$ cat src/rtl/mem_port_arbiter.sv
// Single memory port shared between instruction fetch and data requesters, with a response watchdog.
// Define MEM_PORT_ARBITER_RR_EN for round-robin arbitration; otherwise D has fixed priority over IF.
`timescale 1ns/1ps
module mem_port_arbiter #(
  parameter int unsigned ADDR_W       = 32,
  parameter int unsigned DATA_W       = 32,
  parameter int unsigned RESP_TIMEOUT = 255
) (
  input  logic                clk_i,
  input  logic                reset_ni,
  input  logic                if_req_i,
  input  logic [ADDR_W-1:0]   if_addr_i,
  output logic                if_gnt_o,
  output logic                if_rvalid_o,
  output logic                if_err_o,
  input  logic                d_req_i,
  input  logic                d_we_i,
  input  logic [DATA_W/8-1:0] d_be_i,
  input  logic [ADDR_W-1:0]   d_addr_i,
  input  logic [DATA_W-1:0]   d_wdata_i,
  output logic                d_gnt_o,
  output logic                d_rvalid_o,
  output logic                d_err_o,
  output logic [DATA_W-1:0]   rdata_o,
  output logic                mem_req_o,
  output logic                mem_we_o,
  output logic [DATA_W/8-1:0] mem_be_o,
  output logic [ADDR_W-1:0]   mem_addr_o,
  output logic [DATA_W-1:0]   mem_wdata_o,
  input  logic                mem_gnt_i,
  input  logic                mem_rvalid_i,
  input  logic [DATA_W-1:0]   mem_rdata_i
);

  localparam int unsigned BE_W  = DATA_W / 8;
  localparam int unsigned CNT_W = (RESP_TIMEOUT > 0) ? $clog2(RESP_TIMEOUT + 1) : 1;
  localparam logic [CNT_W-1:0] TO_VAL = CNT_W'(RESP_TIMEOUT);

  typedef enum logic [1:0] {
    IDLE,
    ISSUE,
    WAIT
  } state_t;

  state_t           state, state_nxt;
  logic             owner_d;
  logic [CNT_W-1:0] cnt;
  logic             take_d;
  logic             capture;
  logic             wd_hit;
  logic             resp_ok;
  logic             resp_to;

`ifdef MEM_PORT_ARBITER_RR_EN
  logic last_d;

  always_comb take_d = d_req_i && (!if_req_i || !last_d);

  always_ff @(posedge clk_i or negedge reset_ni) begin
    if (!reset_ni) begin
      last_d <= 1'b0;
    end else if (capture) begin
      last_d <= take_d;
    end
  end
`else
  always_comb take_d = d_req_i;
`endif

  // Grants are combinational, so they are also masked while reset is held.
  always_comb begin
    capture  = reset_ni && (state == IDLE) && (if_req_i || d_req_i);
    if_gnt_o = capture && !take_d;
    d_gnt_o  = capture && take_d;
    wd_hit   = (RESP_TIMEOUT != 0) && (cnt == TO_VAL);
  end

  always_ff @(posedge clk_i or negedge reset_ni) begin
    if (!reset_ni) begin
      state <= IDLE;
    end else begin
      state <= state_nxt;
    end
  end

  always_comb begin
    state_nxt = state;
    resp_ok   = 1'b0;
    resp_to   = 1'b0;
    case (state)
      IDLE: begin
        if (capture) state_nxt = ISSUE;
      end
      ISSUE: begin
        if (mem_gnt_i) state_nxt = WAIT;
      end
      WAIT: begin
        if (mem_rvalid_i) begin
          resp_ok   = 1'b1;
          state_nxt = IDLE;
        end else if (wd_hit) begin
          resp_to   = 1'b1;
          state_nxt = IDLE;
        end
      end
      default: state_nxt = IDLE;
    endcase
  end

  always_comb begin
    mem_req_o   = (state == ISSUE);
    if_rvalid_o = (resp_ok || resp_to) && !owner_d;
    d_rvalid_o  = (resp_ok || resp_to) && owner_d;
    if_err_o    = resp_to && !owner_d;
    d_err_o     = resp_to && owner_d;
    rdata_o     = resp_ok ? mem_rdata_i : '0;
  end

  // Instruction fetches are issued as full-word reads.
  always_ff @(posedge clk_i or negedge reset_ni) begin
    if (!reset_ni) begin
      owner_d     <= 1'b0;
      mem_we_o    <= 1'b0;
      mem_be_o    <= '0;
      mem_addr_o  <= '0;
      mem_wdata_o <= '0;
    end else if (capture) begin
      owner_d <= take_d;
      if (take_d) begin
        mem_we_o    <= d_we_i;
        mem_be_o    <= d_be_i;
        mem_addr_o  <= d_addr_i;
        mem_wdata_o <= d_wdata_i;
      end else begin
        mem_we_o    <= 1'b0;
        mem_be_o    <= {BE_W{1'b1}};
        mem_addr_o  <= if_addr_i;
        mem_wdata_o <= '0;
      end
    end
  end

  always_ff @(posedge clk_i or negedge reset_ni) begin
    if (!reset_ni) begin
      cnt <= '0;
    end else if (state == ISSUE && mem_gnt_i) begin
      cnt <= '0;
    end else if (state == WAIT && !mem_rvalid_i && cnt != '1) begin
      cnt <= cnt + CNT_W'(1);
    end
  end

endmodule

$ cat config.mk
export PLATFORM = sky130hd
export DESIGN_NAME = mem_port_arbiter
export DESIGN_NICKNAME = d
export VERILOG_FILES = /design/src/rtl/mem_port_arbiter.sv
export SDC_FILE = /design/constraint.sdc
export NUM_CORES = 1
export LEC_CHECK = 0
export ABC_AREA = 1
export BUFFER_PORTS_ARGS = -buffer_cell sky130_fd_sc_hd__buf_4
export CAP_MARGIN = 20
export CELL_PAD_IN_SITES_DETAIL_PLACEMENT = 1
export CELL_PAD_IN_SITES_GLOBAL_PLACEMENT = 1
export CORE_MARGIN = 10
export CORE_UTILIZATION = 28
export CTS_BUF_LIST = sky130_fd_sc_hd__clkbuf_16
export DETAILED_ROUTE_END_ITERATION = 7
export GPL_ROUTABILITY_DRIVEN = 0
export HOLD_SLACK_MARGIN = 0.05
export PLACE_DENSITY_LB_ADDON = 0.3
export RECOVER_POWER = 50
export SLEW_MARGIN = 25
export SYNTH_ARGS = -nofsm -noshare
export SYNTH_HDL_FRONTEND = slang
export SYNTH_SLANG_ARGS = --single-unit
$ cat constraint.sdc
create_clock -name clk_i -period 1.7 [get_ports clk_i]
set_input_delay 0.17 -clock clk_i [delete_from_list [all_inputs] [get_ports clk_i]]
set_output_delay 0.17 -clock clk_i [all_outputs]
set_load 0.02 [all_outputs]
==> metrics.cfg <==
[floorplanning]
io_pins=247
fp-row-count=41
start_util_pct=28.5
die_h_um=133
fp.dieW_um=133
core_area_um2=12600
die-area_um2=17700

[critical_path]
critPathKind=reg -> out
crit-reg2reg-launch=state[1]
r2r_slack_ns=0.13
cp-start-kind=register
r2r_cells=7
r2r_end=mem_be_o[1]
critPathCaptureType=primary output
crit_required_ns=1.53
path_max_fanout=4
cp.arrival_ns=1.51

[finish]
areaGrowthSynthToFinish_pct=81.7
mostFrequentLayoutCell=buf_4
final_area_um2=6500
fin_nets=860
layout_common_cells=buf_4, nand2_1, dfrtp_1
final_util_pct=51.8
final_layout_size_suffix_gt1_share_pct=36.8

[drt]
drtAntennaViolNets=0
wire_per_inst_um=18.8
drc=0
vias=4106
initialDrtViolationCount=128
drt_wl_total_mm=16.9
via_per_inst=4.57
firstDrtPassIters=4

[logic_synthesis]
synthCells=414
yosysSeqAreaShare_pct=55.9
synth_area_um2=3580
yosys.area.top_type=dfrtp_1
ys_types=22
synth-seq-cells=80
synthTopCellsByArea=dfrtp_1, nand2_1, a22o_1, nand3_1, inv_1
synth_top_area_share_pct=55.9
yosys_warnings=0
synth.avg_cell_area_um2=8.65
syn_nets=554

[pwr]
power.switching_w=0.00401
power.leakage_nw=3.44
seq_power_share_pct=33.7
power_w=0.00978
comb_power_share_pct=45.0
ir_worst_vdd_v=0.000774
clockPowerShare_pct=21.4
p_int_w=0.00577
powerDensity_nw_per_um2=1500
sw_frac_of_total_pct=41.0

[timing]
setup_violations=0
fmax_ghz=0.596
finalCritPeriodShare_pct=98.6
clock_skew_ns=0.0108
tightest_slew_ns=1.09
whs_ns=0.0587
slew_viol_final=0
fin_crit_ns=1.68
grt_setup_unrepaired=yes
setup_ws_ns=0.0235
slew_headroom_pct=27.1
hold_viol_final=0

[run_status]
outcome=finished, final reports clean

[global_route]
grt_pass1_vias=4761
grt_usage_pct=18.2
antenna_found_initial=1
grt_max_degree=43
grt_pass1_wl_mm=26.0
overflow=0

[placement]
dp_slack_ns=0.0729
port_buffers=246
place_area_um2=5670
dp_hpwl_mm=11.9

[cts]
cts_made_buffers=9
clkSlewWorstSetupHoldPaths_ns=0.06
cts_num_sinks=80
insertion_delay_ns=0.33
root_buffer=clkbuf_16
ctsLongestPathBuffers=2
cts_tree=built
cts_max_level=3

[run]
cap_violations=0

[worst_hold_path]
min_to=mem_addr_o[1]
min_path_cells=3
hold_path_startpoint=if_addr_i[1]
hold_path_class=in -> reg

synthesized netlist by cell type:
cell and instances:
a21oi_1 3, a22o_1 33, buf_1 1, buf_2 11, buf_4 1, buf_6 2, clkbuf_1 5, dfrtp_1 80
ha_1 1, inv_1 45, inv_2 2, nand2_1 128, nand3_1 43, nand3b_1 1, nand4_1 2, nor2_1 43
nor2_2 1, nor2_4 1, o21ai_0 3, o22a_1 4, o31ai_1 1, xor2_1 3
per-stage QoR:
step                setup TNS, ns  cells
CTS                       -0.0571    890
floorplan                       0    414
finish                          0    898
global placement                0    826
global route               -0.239    898
detailed placement              0    826
cell families (layout without fill, tap and decap cells):
family          Yosys count  in the layout  synth area share (%)
simple gates            219            219                  25.0
flops                    80             80                  55.9
buf+inv                  67            378                  7.93
compound gates           44             44                  10.1
xor+xnor                  3              3                 0.734
fa+ha+maj                 1              1                 0.349
other cells               0              1                     0
flip-flops by register name (all words and copies together) (netlist names):
register     cells
cnt              8
mem_addr_o      32
mem_be_o         4
mem_wdata_o     32
mem_we_o         1
owner_d          1
state            2
power groups by stage:
stage | Sequential (W) | Clock (W) | Combinational, W
after floorplan | 0.00421 | 0 | 0.00129
after global placement | 0.00324 | 0 | 0.00445
after detailed placement | 0.00327 | 0 | 0.00457
after CTS | 0.00327 | 0.00215 | 0.00481
after global routing | 0.00340 | 0.00223 | 0.00474
final | 0.00329 | 0.00209 | 0.00440
routing by layer:
layer | wire length (um) | GRT usage (%)
met4 | 248 | 4.72
met3 | 1650 | 8.20
met5 | 0 | 0
met1 | 6360 | 18.8
met2 | 8600 | 32.9
timing repair:
action                     in CTS  in global routing
cloned                          2                  0
buffers inserted                9                  7
pin swaps                       6                 10
hold endpoints to repair      108                  0
setup endpoints to repair       6                  9
hold buffers                   37                  0
gates resized for setup        16                 17
worst max path at each step:
stage	from	end	slack [ns]	depth (start not counted)
6_report	cnt[0]	if_rvalid_o	0.02	6
5_1_grt	cnt[0]	if_rvalid_o	-0.06	6
3_3_place_gp	cnt[1]	if_rvalid_o	0.11	6
3_5_place_dp	cnt[1]	if_rvalid_o	0.07	6
2_1_floorplan	cnt[1]	d_rvalid_o	0.24	5
4_1_cts	cnt[1]	if_rvalid_o	-0.04	6
layout make-up:
class | count | area (um^2)
inverter | 47 | 179
antenna | 1 | 2.50
fill | 1521 | 6060
tap | 172 | 215
clock inverter | 7 | 93.8
sequential | 80 | 2000
clock buffer | 9 | 225
timing repair buffer | 315 | 2390
multi-input combinational | 267 | 1400
critical path, cell delays in order (launching register included):
cell	delay, ns
dfrtp_1	0.39
ha_4	0.16
nand2_4	0.06
nor2_4	0.12
nand3_4	0.15
a21oi_4	0.16
buf_6	0.13
Note: power is estimated with default switching activity, not from simulation.
